$ cat src/rtl/button_debouncer_pkg.sv
// ----------------------------------------------------------------------------
// button_debouncer_pkg
// Shared definitions for the push-button conditioner: default parameter
// values, the per-channel filter state encoding and the counter-width helper.
// No ports (package).
// ----------------------------------------------------------------------------
package button_debouncer_pkg;

  localparam int unsigned DEFAULT_NUM_BUTTONS     = 32'd2;
  localparam int unsigned DEFAULT_DEBOUNCE_CYCLES = 32'd500000;

  // Filter state of one channel. It is derived from comparing the synchronized
  // pin with the accepted level, so it is never stored in a register.
  typedef enum logic {
    CH_STABLE  = 1'b0,  // synchronized pin equals the accepted level
    CH_CONFIRM = 1'b1   // pin differs, counting toward a level flip
  } chan_state_e;

  // Bits needed to hold 0..cycles in the stability counter.
  function automatic int unsigned count_width(input int unsigned cycles);
    return $clog2(cycles + 32'd1);
  endfunction

endpackage

$ cat src/rtl/button_debouncer_if.sv
// ----------------------------------------------------------------------------
// button_debouncer_if
// Groups the button signals of the debouncer.
//   button_raw   : raw asynchronous pin levels (driven by the board side)
//   button_level : debounced level
//   button_rise  : one-cycle pulse on a 0->1 level change
//   button_fall  : one-cycle pulse on a 1->0 level change
// Modports: master = pin/consumer side, slave = debouncer side.
// ----------------------------------------------------------------------------
interface button_debouncer_if
  import button_debouncer_pkg::*;
#(
  parameter int unsigned NUM_BUTTONS = DEFAULT_NUM_BUTTONS
);

  logic [NUM_BUTTONS-1:0] button_raw;
  logic [NUM_BUTTONS-1:0] button_level;
  logic [NUM_BUTTONS-1:0] button_rise;
  logic [NUM_BUTTONS-1:0] button_fall;

  modport master (
    output button_raw,
    input  button_level,
    input  button_rise,
    input  button_fall
  );

  modport slave (
    input  button_raw,
    output button_level,
    output button_rise,
    output button_fall
  );

endinterface

$ cat src/rtl/debounce_channel.sv
// ----------------------------------------------------------------------------
// debounce_channel
// One push-button channel: 2-FF synchronizer followed by a counter-based
// stability filter with registered rise/fall pulses.
//   clock : system clock
//   reset : synchronous, active-high reset
//   raw   : raw asynchronous pin level
//   level : debounced level (flop output)
//   rise  : one-cycle pulse when level goes 0->1 (flop output)
//   fall  : one-cycle pulse when level goes 1->0 (flop output)
// ----------------------------------------------------------------------------
module debounce_channel
  import button_debouncer_pkg::*;
#(
  parameter int unsigned DEBOUNCE_CYCLES = DEFAULT_DEBOUNCE_CYCLES,
  parameter logic        RESET_LEVEL     = 1'b0
) (
  input  logic clock,
  input  logic reset,
  input  logic raw,
  output logic level,
  output logic rise,
  output logic fall
);

  localparam int unsigned         CNT_W    = count_width(DEBOUNCE_CYCLES);
  // Count value at which the next disagreeing edge accepts the new level.
  localparam logic [CNT_W-1:0]    CNT_LAST = CNT_W'(DEBOUNCE_CYCLES - 32'd1);

  logic             sync1_q;
  logic             sync2_q;
  logic             level_q;
  logic             level_d;
  logic [CNT_W-1:0] cnt_q;
  logic [CNT_W-1:0] cnt_d;
  logic             rise_q;
  logic             rise_d;
  logic             fall_q;
  logic             fall_d;
  chan_state_e      state_s;

  // Filter state is implied by pin/level agreement.
  assign state_s = (sync2_q == level_q) ? CH_STABLE : CH_CONFIRM;

  // Next-state logic of the stability filter.
  always_comb begin
    level_d = level_q;
    cnt_d   = '0;
    rise_d  = 1'b0;
    fall_d  = 1'b0;
    case (state_s)
      CH_STABLE: begin
        // Any return to the accepted level discards a partial count.
        cnt_d = '0;
      end
      CH_CONFIRM: begin
        if (cnt_q == CNT_LAST) begin
          level_d = sync2_q;
          cnt_d   = '0;
          rise_d  = sync2_q;
          fall_d  = ~sync2_q;
        end else begin
          cnt_d = cnt_q + CNT_W'(1);
        end
      end
      default: begin
        cnt_d = '0;
      end
    endcase
  end

  // Synchronizer, filter and pulse registers.
  always_ff @(posedge clock) begin
    if (reset) begin
      sync1_q <= RESET_LEVEL;
      sync2_q <= RESET_LEVEL;
      level_q <= RESET_LEVEL;
      cnt_q   <= '0;
      rise_q  <= 1'b0;
      fall_q  <= 1'b0;
    end else begin
      sync1_q <= raw;
      sync2_q <= sync1_q;
      level_q <= level_d;
      cnt_q   <= cnt_d;
      rise_q  <= rise_d;
      fall_q  <= fall_d;
    end
  end

  assign level = level_q;
  assign rise  = rise_q;
  assign fall  = fall_q;

endmodule

$ cat src/rtl/button_debouncer.sv
// ----------------------------------------------------------------------------
// button_debouncer
// Multi-channel push-button conditioner. Each bit of the interface is handled
// by an independent debounce_channel; all outputs come straight from flops.
//   clock : system clock (SoC domain)
//   reset : synchronous, active-high reset
//   bus   : button_debouncer_if slave (button_raw in; level/rise/fall out)
// ----------------------------------------------------------------------------
module button_debouncer
  import button_debouncer_pkg::*;
#(
  parameter int unsigned            NUM_BUTTONS     = DEFAULT_NUM_BUTTONS,
  parameter int unsigned            DEBOUNCE_CYCLES = DEFAULT_DEBOUNCE_CYCLES,
  parameter logic [NUM_BUTTONS-1:0] RESET_LEVEL     = '0
) (
  input  logic                clock,
  input  logic                reset,
  button_debouncer_if.slave   bus
);

  logic [NUM_BUTTONS-1:0] level_s;
  logic [NUM_BUTTONS-1:0] rise_s;
  logic [NUM_BUTTONS-1:0] fall_s;

  for (genvar i = 0; i < NUM_BUTTONS; i++) begin : g_ch
    debounce_channel #(
      .DEBOUNCE_CYCLES (DEBOUNCE_CYCLES),
      .RESET_LEVEL     (RESET_LEVEL[i])
    ) u_channel (
      .clock (clock),
      .reset (reset),
      .raw   (bus.button_raw[i]),
      .level (level_s[i]),
      .rise  (rise_s[i]),
      .fall  (fall_s[i])
    );
  end

  assign bus.button_level = level_s;
  assign bus.button_rise  = rise_s;
  assign bus.button_fall  = fall_s;

endmodule

$ cat src/flat_wrapper.sv
// flat-port wrapper written by rule: the top's interface ports become plain ports
module button_debouncer_flat import button_debouncer_pkg::*;
#(
  parameter int unsigned            NUM_BUTTONS     = DEFAULT_NUM_BUTTONS,
  parameter int unsigned            DEBOUNCE_CYCLES = DEFAULT_DEBOUNCE_CYCLES,
  parameter logic [NUM_BUTTONS-1:0] RESET_LEVEL     = '0
)
  (clock, reset, bus_button_raw, bus_button_level, bus_button_rise, bus_button_fall);
  button_debouncer_if #(.NUM_BUTTONS(NUM_BUTTONS)) bus_i ();
  input  logic clock;
  input  logic reset;
  input wire logic [$bits(bus_i.button_raw)-1:0] bus_button_raw;
  output wire logic [$bits(bus_i.button_level)-1:0] bus_button_level;
  output wire logic [$bits(bus_i.button_rise)-1:0] bus_button_rise;
  output wire logic [$bits(bus_i.button_fall)-1:0] bus_button_fall;
  assign bus_i.button_raw = bus_button_raw;
  assign bus_button_level = bus_i.button_level;
  assign bus_button_rise = bus_i.button_rise;
  assign bus_button_fall = bus_i.button_fall;
  button_debouncer #(.NUM_BUTTONS(NUM_BUTTONS), .DEBOUNCE_CYCLES(DEBOUNCE_CYCLES), .RESET_LEVEL(RESET_LEVEL)) u_core (.clock(clock), .reset(reset), .bus(bus_i));
endmodule
$ cat config.mk
export PLATFORM = sky130hd
export DESIGN_NAME = button_debouncer_flat
export DESIGN_NICKNAME = d
export VERILOG_FILES = /design/src/rtl/button_debouncer_pkg.sv /design/src/rtl/button_debouncer_if.sv /design/src/rtl/debounce_channel.sv /design/src/rtl/button_debouncer.sv /design/src/flat_wrapper.sv
export SDC_FILE = /design/constraint.sdc
export NUM_CORES = 1
export LEC_CHECK = 0
export CAP_MARGIN = 25
export CORE_ASPECT_RATIO = 0.5
export CORE_UTILIZATION = 42
export CTS_CLUSTER_DIAMETER = 40
export DETAILED_ROUTE_END_ITERATION = 6
export PLACE_DENSITY = 0.63
export SLEW_MARGIN = 30
export SYNTH_ARGS = -nofsm -noshare
export SYNTH_HDL_FRONTEND = slang
export SYNTH_SLANG_ARGS = --single-unit
$ cat constraint.sdc
create_clock -name clock -period 2.02 [get_ports clock]
set_input_delay 0.202 -clock clock [delete_from_list [all_inputs] [get_ports clock]]
set_output_delay 0.202 -clock clock [all_outputs]
set_load 0.02 [all_outputs]
# [Word-level counts from Yosys, hierarchy flattened]
# Index checks and enable logic that the tools add are counted.
[classes] muxes=6 n_eq_ne=4 reduce_logical=4 n_div=0 mul=0 order_cmp=0 n_shift=0 bitwise=6 add_sub_neg=2
[op_table] op="19-bit case mux with 2 select lines" count=2
[op_table] op="19-bit by 1-bit adder with 19-bit output, second input constant" count=2
[op_table] op="19-bit equality test, second input constant" count=2
[op_table] op="19-bit two-way mux" count=2
[op_table] op="1-bit NOT" count=6
[op_table] op="3-bit OR reduction" count=2
[op_table] op="2-bit AND reduction" count=2
[op_table] op="1-bit equality test" count=2
[op_table] op="1-bit two-way mux" count=2
[totals] wordCells=34 mem_bits_ro=0 ram_bits=0 in_bits=4 regBits=48 n_memories=0 output_inout_bits=6 latchBits=0

# [Logic depth before layout (Yosys ltp)]
# Gate-level depths: netlist of run 1.
[logic_depth] depth_word=3 ltp_mapped=7 ltp_nobuf=5

# [Cells and area by module]
# From an unflattened synthesis of run 1, not the netlist that was laid out.
[hier_totals] hier_cells=230 hier_area_um2=2117.0
[by_module_without_submodules] mod="debounce_channel at u_core.g_ch[0].u_channel" cells_each=116 seq_area_each_um2=480.5 area_each_um2=1079.8 instances=1
[by_module_without_submodules] mod="debounce_channel at u_core.g_ch[1].u_channel" cells_each=114 seq_area_each_um2=480.5 area_each_um2=1037.2 instances=1

# [Worst setup path before layout of run 1]
# OpenSTA, ideal clock, no wires.
[synth_path] path_type="register to register" from="register u_core.g_ch[0].u_channel.cnt_q[0]" to="register u_core.g_ch[0].u_channel.cnt_q[18]" period_less_slack_ns=1.809 path_stages_with_launch=6 slack_ns=0.211 t_arrival_ns=1.738 n_path_buf=0 t_required_ns=1.948 setup_time_ns=0.072 cell_sequence="dfxtp_1 > ha_1 > nand4_4 > or4_1 > or3_1 > a21oi_1"
[synth_via] elab_chain_len=3 word_cells_on_any_way=4 cone_classes="add/sub: 1; eq/ne: 1; mux: 2"
[synth_lines] item="from (decl)" line="debounce_channel.sv:34" source="logic [CNT_W-1:0] cnt_q;"
[synth_lines] item="from (signal assigned)" line="debounce_channel.sv:85" source="cnt_q <= cnt_d;"
[synth_lines] item="19-bit by 1-bit adder with 19-bit output or 19-bit equality test (tied branches)" line="debounce_channel.sv:63, debounce_channel.sv:57"
[synth_lines] item="19-bit two-way mux (*)" line="debounce_channel.sv:57" source="if (cnt_q == CNT_LAST) begin"
[synth_lines] item="19-bit case mux with 2 select lines (*)" line="debounce_channel.sv:51" source="case (state_s)"
# Every way passes the cells marked *; elsewhere a longest branch is shown, timed or not.
# A chain may end at the register's enable or synchronous reset.

# [Worst setup path after layout of run 1]
[layout_path] from="register u_core.g_ch[0].u_channel.cnt_q[1]" to="register u_core.g_ch[0].u_channel.cnt_q[1]"
# Same word-level chain as after synthesis.

==> impl_metrics.toml, run 1 <==
[outcome]
status = "completed"

[final_layout]
final_cell_area_um2 = 2420
multi_input_area_um2 = 1100
nets = 255
drive_above_1_share_pct = 8.80
antenna_cells = 0
area_growth_syn_to_layout_pct = 12.4
fillers = 439
seq_area_um2 = 961

[sta]
relSlewSlack_pct = 71.7
tns_ns = 0
drv_slew = 0
skew_ns = 0.00522
period_needed_ns = 1.83
worst-slew-pin-transition_ns = 0.418
finalSetupViolations = 0
finalCritPeriodShare_pct = 90.6
rsz0062_at_grt = "false"
fmax_mhz = 546
hold_viol = 0

[hold_path]
hold_end = "u_core.g_ch[1].u_channel.cnt_q[0]"
hp-start = "u_core.g_ch[1].u_channel.cnt_q[0]"
hold_class = "register to register"
min_path_cells = 1

[grt]
grt_util_met2_pct = 26.6
track_usage_pct = 16.3
met1_usage_pct = 20.5
grt_max_degree = 18
grtUsageMet3_pct = 5.20
grt_pass1_wl_um = 6710
grt_pass1_vias = 1489
grt_antenna_before_repair = 0
busiest_layer = "met2"
grt-ovfl-total = 0

[power_and_ir_drop]
power_w = 0.00169
p_leak_nw = 0.763
peakVddDrop_v = 0.000313
p_per_area_nw_per_um2 = 697

[routing]
drtAntennaViolNets = 0
drcViolationCount = 0
first_pass_iters = 4
wl_per_cell_um = 12.2
vias = 1654
via_per_inst = 5.23
dr.first_iter.drc_count = 41
finalWirelength_um = 3860

[die]
num_rows = 17
die_x_um = 103
die_y_um = 52.7
coreArea_um2 = 4660
pin_count = 10
initial_utilization_pct = 46.3
die-area_um2 = 5440

[clocking]
cts-hold-fix-buffers = 0
cts_max_level = 2
cts_buffer_depth = 2
clk_pin_slew_ns = 0.09
cts_tree = "yes"
post_cts_resized = 0
cts.sinks = 48
cts_root_buffer = "clkbuf_8"
cts_buffers = 5
postCtsSetupBuffers = 0
clkLatencyLatePin_ns = 0.30

[synthesis]
syn_nets = 245
syn-instance-count = 239
ys_types = 35
ys_seq_area_share_pct = 44.5
syn_avg_cell_area_um2 = 9.03
synth_seq_cells = 48
yosys_warnings = 0
synthesis.area_um2 = 2160

[critical_path]
reg2regPathDepth = 5
startpoint = "u_core.g_ch[0].u_channel.cnt_q[1]"
crit_required_ns = 2.22
r2r-end = "u_core.g_ch[0].u_channel.cnt_q[1]"
r2r_slack_ns = 0.19
crit_type = "register to register"
arrival_ns = 2.03
path_max_fanout = 4
start_kind = "register"
timing.rr.start = "u_core.g_ch[0].u_channel.cnt_q[1]"
crit_path_end_kind = "register"

[placed_design]
placed_area_um2 = 2310
numPortBuffers = 9
dp_hpwl_um = 2840
place_congestion = 0.828

[flow_run]
drv_cap = 0
per-layer routing:
| metal | share of wire (%) | wire [um] | vias to the layer above |
|---|---|---|---|
| met5 | 0 | 0 | - |
| met4 | 0.93 | 36 | 0 |
| met3 | 3.6 | 140 | 7 |
| met2 | 45 | 1750 | 14 |
| met1 | 50 | 1940 | 776 |
| li1 | - | - | 857 |
synth_stat cells:
cell | n | share of area [%]
and2_1 | 3 | 0.87
nor4_2 | 1 | 0.58
and4_1 | 6 | 2.4
nor4_1 | 5 | 1.5
or3_1 | 7 | 2.0
nand4_1 | 10 | 2.9
o21ai_1 | 1 | 0.23
xor2_1 | 14 | 5.7
nor4b_1 | 4 | 1.6
buf_4 | 6 | 2.1
and3_1 | 4 | 1.2
or4_1 | 3 | 1.0
a21oi_1 | 11 | 2.6
nor3_1 | 7 | 1.6
o21ai_0 | 8 | 1.9
xnor2_1 | 12 | 4.9
nand3b_1 | 1 | 0.35
dfxtp_1 | 48 | 45
ha_1 | 2 | 1.2
nand4_4 | 2 | 2.0
mux2i_1 | 1 | 0.46
nor2_1 | 31 | 5.4
o31ai_1 | 1 | 0.35
buf_2 | 5 | 1.2
or4b_1 | 1 | 0.46
clkbuf_1 | 3 | 0.52
nor2b_1 | 4 | 1.2
o21ai_2 | 1 | 0.41
nand3_1 | 16 | 3.7
nand2b_1 | 5 | 1.5
nand4_2 | 1 | 0.58
nor4b_2 | 1 | 0.70
inv_1 | 4 | 0.70
nor3b_1 | 1 | 0.35
nand2_1 | 9 | 1.6
through the flow:
stage | utilization, % | std cells | setup WS, ns | hold slack, ns
global route | 52.0 | 316 | 0.0505 | 0.449
detailed placement | 49.6 | 308 | 0.203 | 0.432
floorplan | - | 239 | 0.211 | 0.330
CTS | 52.0 | 316 | 0.185 | 0.446
global placement | 49.6 | 308 | 0.240 | 0.420
finish | 52.0 | 316 | 0.190 | 0.442
final cells by class:
cell class	count	share of cell area, %
inverter	4	0.620
sequential	48	39.6
clock inverter	3	1.91
timing repair buffer	17	6.20
multi-input combinational	173	45.4
tap	66	3.41
clock buffer	5	2.84
cells by family (layout without fill, tap and decap cells):
family	after synthesis	after routing	synth area share [%]
compound gates	22	22	5.39
xor+xnor	26	26	10.6
fa+ha+maj	2	2	1.16
buf+inv	18	29	4.47
flops	48	48	44.5
mux	1	1	0.464
simple gates	122	122	33.4
worst max-delay path, stage by stage (launching register included):
cell and delay, ns:
dfxtp_1 0.34, ha_1 0.26, and4_1 0.25, nand2_1 0.10
or4_1 0.58, and3_1 0.20
how the worst max path moves through the flow:
stage / cells past startpoint / to / slack, ns
3_5_place_dp: 5 / u_core.g_ch[0].u_channel.cnt_q[1] / 0.20
3_3_place_gp: 5 / u_core.g_ch[0].u_channel.cnt_q[18] / 0.24
4_1_cts: 5 / u_core.g_ch[0].u_channel.cnt_q[1] / 0.18
5_1_grt: 5 / u_core.g_ch[1].u_channel.level / 0.05
2_1_floorplan: 5 / u_core.g_ch[0].u_channel.cnt_q[18] / 0.21
6_report: 5 / u_core.g_ch[0].u_channel.cnt_q[1] / 0.19
registers in the layout, indices dropped and copies added (netlist names):
register,cells
u_core.g_ch.u_channel.cnt_q,38
u_core.g_ch.u_channel.fall,2
u_core.g_ch.u_channel.level,2
u_core.g_ch.u_channel.rise,2
u_core.g_ch.u_channel.sync1_q,2
u_core.g_ch.u_channel.sync2_q,2
where the power goes:
part / switching [W] / internal [W] / total [W] / leakage [nW]
Combinational: 0.0000136 / 0.0000135 / 0.0000271 / 0.321
Sequential: 0.00000200 / 0.000950 / 0.000952 / 0.387
Clock: 0.000338 / 0.000373 / 0.000711 / 0.0548
Total: 0.000353 / 0.00134 / 0.00169 / 0.763
cell usage in the layout, fill, tap and decap left out, drive strengths merged:
cell / Yosys / layout
dfxtp: 48 / 48
clkbuf: 3 / 5
nor3b: 1 / 1
and2: 3 / 3
and4: 6 / 6
o31ai: 1 / 1
inv: 4 / 5
xor2: 14 / 14
nand2b: 5 / 5
clkinvlp: 0 / 1
nor4: 6 / 6
nor4b: 5 / 5
nand4: 13 / 13
or4b: 1 / 1
ha: 2 / 2
a21oi: 11 / 11
buf: 11 / 8
or3: 7 / 7
o21ai: 10 / 10
nand3b: 1 / 1
nor3: 7 / 7
mux2i: 1 / 1
nand2: 9 / 9
nor2: 31 / 31
clkdlybuf4s50: 0 / 9
bufinv: 0 / 1
nor2b: 4 / 4
xnor2: 12 / 12
or4: 3 / 3
and3: 4 / 4
nand3: 16 / 16
Note: power is estimated with default switching activity, not from simulation.
==> inputs of run 2 (changes only) <==
- CORE_MARGIN: not set -> 5
- clock period: 2.02 -> 1.8 ns (I/O delays scaled with it)
==> impl_metrics.toml, run 2 (synthesis gave the netlist of run 1 again) <==
[outcome]
status = "completed"

[final_layout]
largest_reg_flops = 38
final_cell_mix = "dfxtp_1 (45), nor2_1 (31), nand3_1 (16), xor2_1 (14), xnor2_1 (12)"
drive_above_1_share_pct = 11.2
final_common_cell = "dfxtp_1"
fin_util_pct = 49.1
nets = 259
antenna_cells = 0
finalNonFillerCells = 321
area_growth_syn_to_layout_pct = 12.8
top_register = "u_core.g_ch.u_channel.cnt_q"

[sta]
relSlewSlack_pct = 72.4
finalSetupViolations = 0
worst-slew-pin-transition_ns = 0.410
hold_viol = 0
fin_ws_ns = 0.0933
drv_slew = 0
skew_ns = 0.00847
fmax_mhz = 586
period_needed_ns = 1.71
finalCritPeriodShare_pct = 94.8

[placed_design]
place_congestion = 0.854
placed_cells = 316
dp_hpwl_um = 2870
numPortBuffers = 9
post-place-ws_ns = 0.0427

[hold_path]
hold_class = "input pin to register"

[clocking]
cts.sinks = 48
cts-hold-fix-buffers = 0
cts_max_level = 2
cts_buffers = 5
cts_tree = "yes"
cts_buffer_depth = 2
clk_pin_slew_ns = 0.08
clkLatencyLatePin_ns = 0.30
cts_root_buffer = "clkbuf_8"
postCtsSetupBuffers = 0

[routing]
first_pass_iters = 6
drtAntennaViolNets = 0
finalWirelength_um = 4100
wl_per_cell_um = 12.8
dr.first_iter.drc_count = 56
via_per_inst = 5.20
drcViolationCount = 0
vias = 1669

[flow_run]
drv_cap = 0

[critical_path]
cpPeakStageDelay_ns = 0.58
path_max_fanout = 4
arrival_ns = 1.89
crit_type = "register to register"
start_kind = "register"
cp_num_buf_inv = 0
crit_chain = "ha_4 > and4_1 > nand2_1 > or4_1 > and3_1"
crit_required_ns = 1.99
cp_slowest_cell = "or4_1"
crit_family = "simple AND/OR/NAND/NOR gates"
crit_path_end_kind = "register"

[power_and_ir_drop]
sw_frac_of_total_pct = 20.5
peakVddDrop_v = 0.000289
p_seq_share_pct = 63.7
internal-power_w = 0.00133
p_clk_share_pct = 34.5
combPwrFrac_pct = 1.8
switchingPower_w = 0.000344
p_leak_nw = 0.765
p_per_area_nw_per_um2 = 689

[die]
die_x_um = 111
pin_count = 10
coreArea_um2 = 4950
die_y_um = 60.7
num_rows = 18
die-area_um2 = 6760
initial_utilization_pct = 43.5

[grt]
grt_pass1_wl_um = 6930
track_usage_pct = 12.8
grt_pass1_vias = 1538
grt_max_degree = 19
grt-ovfl-total = 0
grt_antenna_before_repair = 0
run 2: final timing paths:
path | start | to | slack [ns] | cells after the start
setup / recovery | u_core.g_ch[0].u_channel.cnt_q[0] | u_core.g_ch[0].u_channel.cnt_q[1] | 0.09 | 5
hold / removal | bus_button_raw[1] | u_core.g_ch[1].u_channel.sync1_q | 0.44 | 2
setup reg to reg | u_core.g_ch[0].u_channel.cnt_q[0] | u_core.g_ch[0].u_channel.cnt_q[1] | 0.09 | 5
hold reg to reg | u_core.g_ch[1].u_channel.sync1_q | u_core.g_ch[1].u_channel.sync2_q | 0.44 | 1
run 2: cell type report:
cell class	count	area, um2
flip-flops and latches	48	965
multi-input cells	173	1110
fillers	467	2520
well taps	70	87.6
clock buffers	5	68.8
inverters	4	15.0
repair buffers	21	184
run 2: repair_timing:
item / CTS / global route
resized for setup: 0 / 6
endpoints found under the setup margin: 0 / 22
endpoints found under the hold margin: 0 / 0
run 2: metrics by stage:
| stage | hold WS (ns) | power [W] | TNS [ns] | area (um2) |
|---|---|---|---|---|
| 3_3_place_gp | 0.416 | 0.00112 | 0 | 2350 |
| 6_report | 0.436 | 0.00168 | 0 | 2430 |
| 5_1_grt | 0.430 | 0.00174 | -0.000686 | 2430 |
| 4_1_cts | 0.430 | 0.00169 | 0 | 2410 |
| 3_5_place_dp | 0.430 | 0.00112 | 0 | 2350 |
| 2_1_floorplan | 0.308 | 0.00111 | 0 | 2160 |
run 2: power by group through the flow:
stage | sequential [W] | combinational, W | clock [W]
6_report | 0.00107 | 0.0000302 | 0.000578
5_1_grt | 0.00107 | 0.0000339 | 0.000640
4_1_cts | 0.00107 | 0.0000301 | 0.000593
3_5_place_dp | 0.00109 | 0.0000297 | 0
3_3_place_gp | 0.00109 | 0.0000293 | 0
2_1_floorplan | 0.00109 | 0.0000148 | 0
run 2: metal layers:
| layer | global-route usage [%] | part of all wire, % | vias to the layer above |
|---|---|---|---|
| met5 | 0 | 0 | - |
| met4 | 4.85 | 1.2 | 0 |
| met3 | 3.29 | 2.5 | 5 |
| met2 | 22.5 | 48 | 18 |
| met1 | 15.6 | 49 | 777 |
| li1 | - | - | 869 |
run 2: worst reg2reg max path: cells and delay by family, from the launching register on:
family                     cells  cell delay [ns]
and+or+nand+nor                4             1.08
DFF                            1             0.36
adders and majority gates      1             0.17
==> inputs of run 3 (changes only) <==
- MAX_ROUTING_LAYER: not set -> met4
- TNS_END_PERCENT: not set -> 100
==> impl_metrics.toml, run 3 (synthesis gave the netlist of run 1 again) <==
[routing]
drcViolationCount = 0
drtAntennaViolNets = 0
first_pass_iters = 6
wl_per_cell_um = 12.8
vias = 1669
dr.first_iter.drc_count = 59
finalWirelength_um = 4100
via_per_inst = 5.20

[final_layout]
final_common_cell = "dfxtp_1"
fillers = 467
nets = 259
area_growth_syn_to_layout_pct = 12.8
final_cell_mix = "dfxtp_1 (45), nor2_1 (31), nand3_1 (16), xor2_1 (14), xnor2_1 (12)"
antenna_cells = 0
drive_above_1_share_pct = 11.2
finalNonFillerCells = 321
largest_reg_flops = 38
top_register = "u_core.g_ch.u_channel.cnt_q"

[power_and_ir_drop]
p_clk_share_pct = 34.5
peakVddDrop_v = 0.000289
p_seq_share_pct = 63.7
p_per_area_nw_per_um2 = 689
sw_frac_of_total_pct = 20.6
internal-power_w = 0.00133
combPwrFrac_pct = 1.8
switchingPower_w = 0.000345
p_leak_nw = 0.765

[die]
initial_utilization_pct = 43.5
num_rows = 18
die_x_um = 111
coreArea_um2 = 4950
die_y_um = 60.7
die-area_um2 = 6760
pin_count = 10

[critical_path]
cpPeakStageDelay_ns = 0.56
crit_path_end_kind = "register"
crit_type = "register to register"
cp_slowest_cell = "or4_1"
path_max_fanout = 7
arrival_ns = 1.89
crit_chain = "nor4b_2 > nand3b_1 > or4_1 > and3_1"
crit_required_ns = 1.99
cp_num_buf_inv = 0
crit_family = "simple AND/OR/NAND/NOR gates"
start_kind = "register"

[clocking]
clk_pin_slew_ns = 0.08
cts_buffers = 5
clkLatencyLatePin_ns = 0.30
cts_buffer_depth = 2
cts_max_level = 2
cts-hold-fix-buffers = 0
cts_tree = "yes"
cts_root_buffer = "clkbuf_8"
cts.sinks = 48

[placed_design]
placed_cells = 316
dp_hpwl_um = 2870
place_congestion = 0.867
post-place-ws_ns = 0.0427
numPortBuffers = 9

[sta]
finalSetupViolations = 0
finalCritPeriodShare_pct = 94.8
relSlewSlack_pct = 72.4
period_needed_ns = 1.71
drv_slew = 0
hold_viol = 0
worst-slew-pin-transition_ns = 0.410
fin_ws_ns = 0.0935
fmax_mhz = 586
skew_ns = 0.00847

[grt]
grt_pass1_wl_um = 6930
track_usage_pct = 13.2
grt_antenna_before_repair = 0
grt_pass1_vias = 1539
grt-ovfl-total = 0
grt_max_degree = 19

[flow_run]
drv_cap = 0

[outcome]
status = "completed"

[hold_path]
hold_class = "input pin to register"
run 3: cell counts in the layout (fill, tap and decap cells not counted):
No cell type changed its count.
run 3: through the flow:
| stage | instance area [um2] | total power, W | TNS, ns | hold WS (ns) | util (%) |
|---|---|---|---|---|---|
| finish | 2430 | 0.00168 | 0 | 0.435 | 49.1 |
| global placement | 2350 | 0.00112 | 0 | 0.416 | 47.3 |
| CTS | 2410 | 0.00169 | 0 | 0.430 | 48.7 |
| floorplan | 2160 | 0.00111 | 0 | 0.308 | - |
| detailed placement | 2350 | 0.00112 | 0 | 0.430 | 47.3 |
| global route | 2430 | 0.00174 | -0.000687 | 0.430 | 49.1 |
run 3: final timing paths:
path	cells after the start	slack (ns)	from	end
worst max-delay path	4	0.09	u_core.g_ch[0].u_channel.cnt_q[10]	u_core.g_ch[0].u_channel.cnt_q[1]
worst min-delay path	2	0.44	bus_button_raw[1]	u_core.g_ch[1].u_channel.sync1_q
worst max register to register	4	0.09	u_core.g_ch[0].u_channel.cnt_q[10]	u_core.g_ch[0].u_channel.cnt_q[1]
worst min register to register	1	0.44	u_core.g_ch[1].u_channel.sync1_q	u_core.g_ch[1].u_channel.sync2_q
run 3: layer usage:
metal | vias up | GRT usage [%] | part of all wire (%)
met5 | - | - | 0
met4 | 0 | 4.85 | 1.2
met3 | 5 | 3.29 | 2.6
met2 | 18 | 22.5 | 48
met1 | 777 | 15.6 | 49
li1 | 869 | - | -
run 3: area by class of cell:
| class | count | area [um2] | share of cell area (%) |
|---|---|---|---|
| multi-input combinational | 173 | 1110 | 45.8 |
| timing repair buffer | 21 | 184 | 7.56 |
| sequential | 48 | 965 | 39.6 |
| clock buffer | 5 | 68.8 | 2.83 |
| inverter | 4 | 15.0 | 0.617 |
| tap | 70 | 87.6 | 3.60 |
run 3: timing repair:
item                       CTS  global route
resized for setup            0             6
setup endpoints to repair    0            22
buffers inserted             0             0
run 3: power groups by stage:
stage	sequential, W	clock [W]	combinational (W)
2_1_floorplan	0.00109	0	0.0000148
3_5_place_dp	0.00109	0	0.0000297
6_report	0.00107	0.000578	0.0000302
5_1_grt	0.00107	0.000640	0.0000339
4_1_cts	0.00107	0.000593	0.0000301
3_3_place_gp	0.00109	0	0.0000293
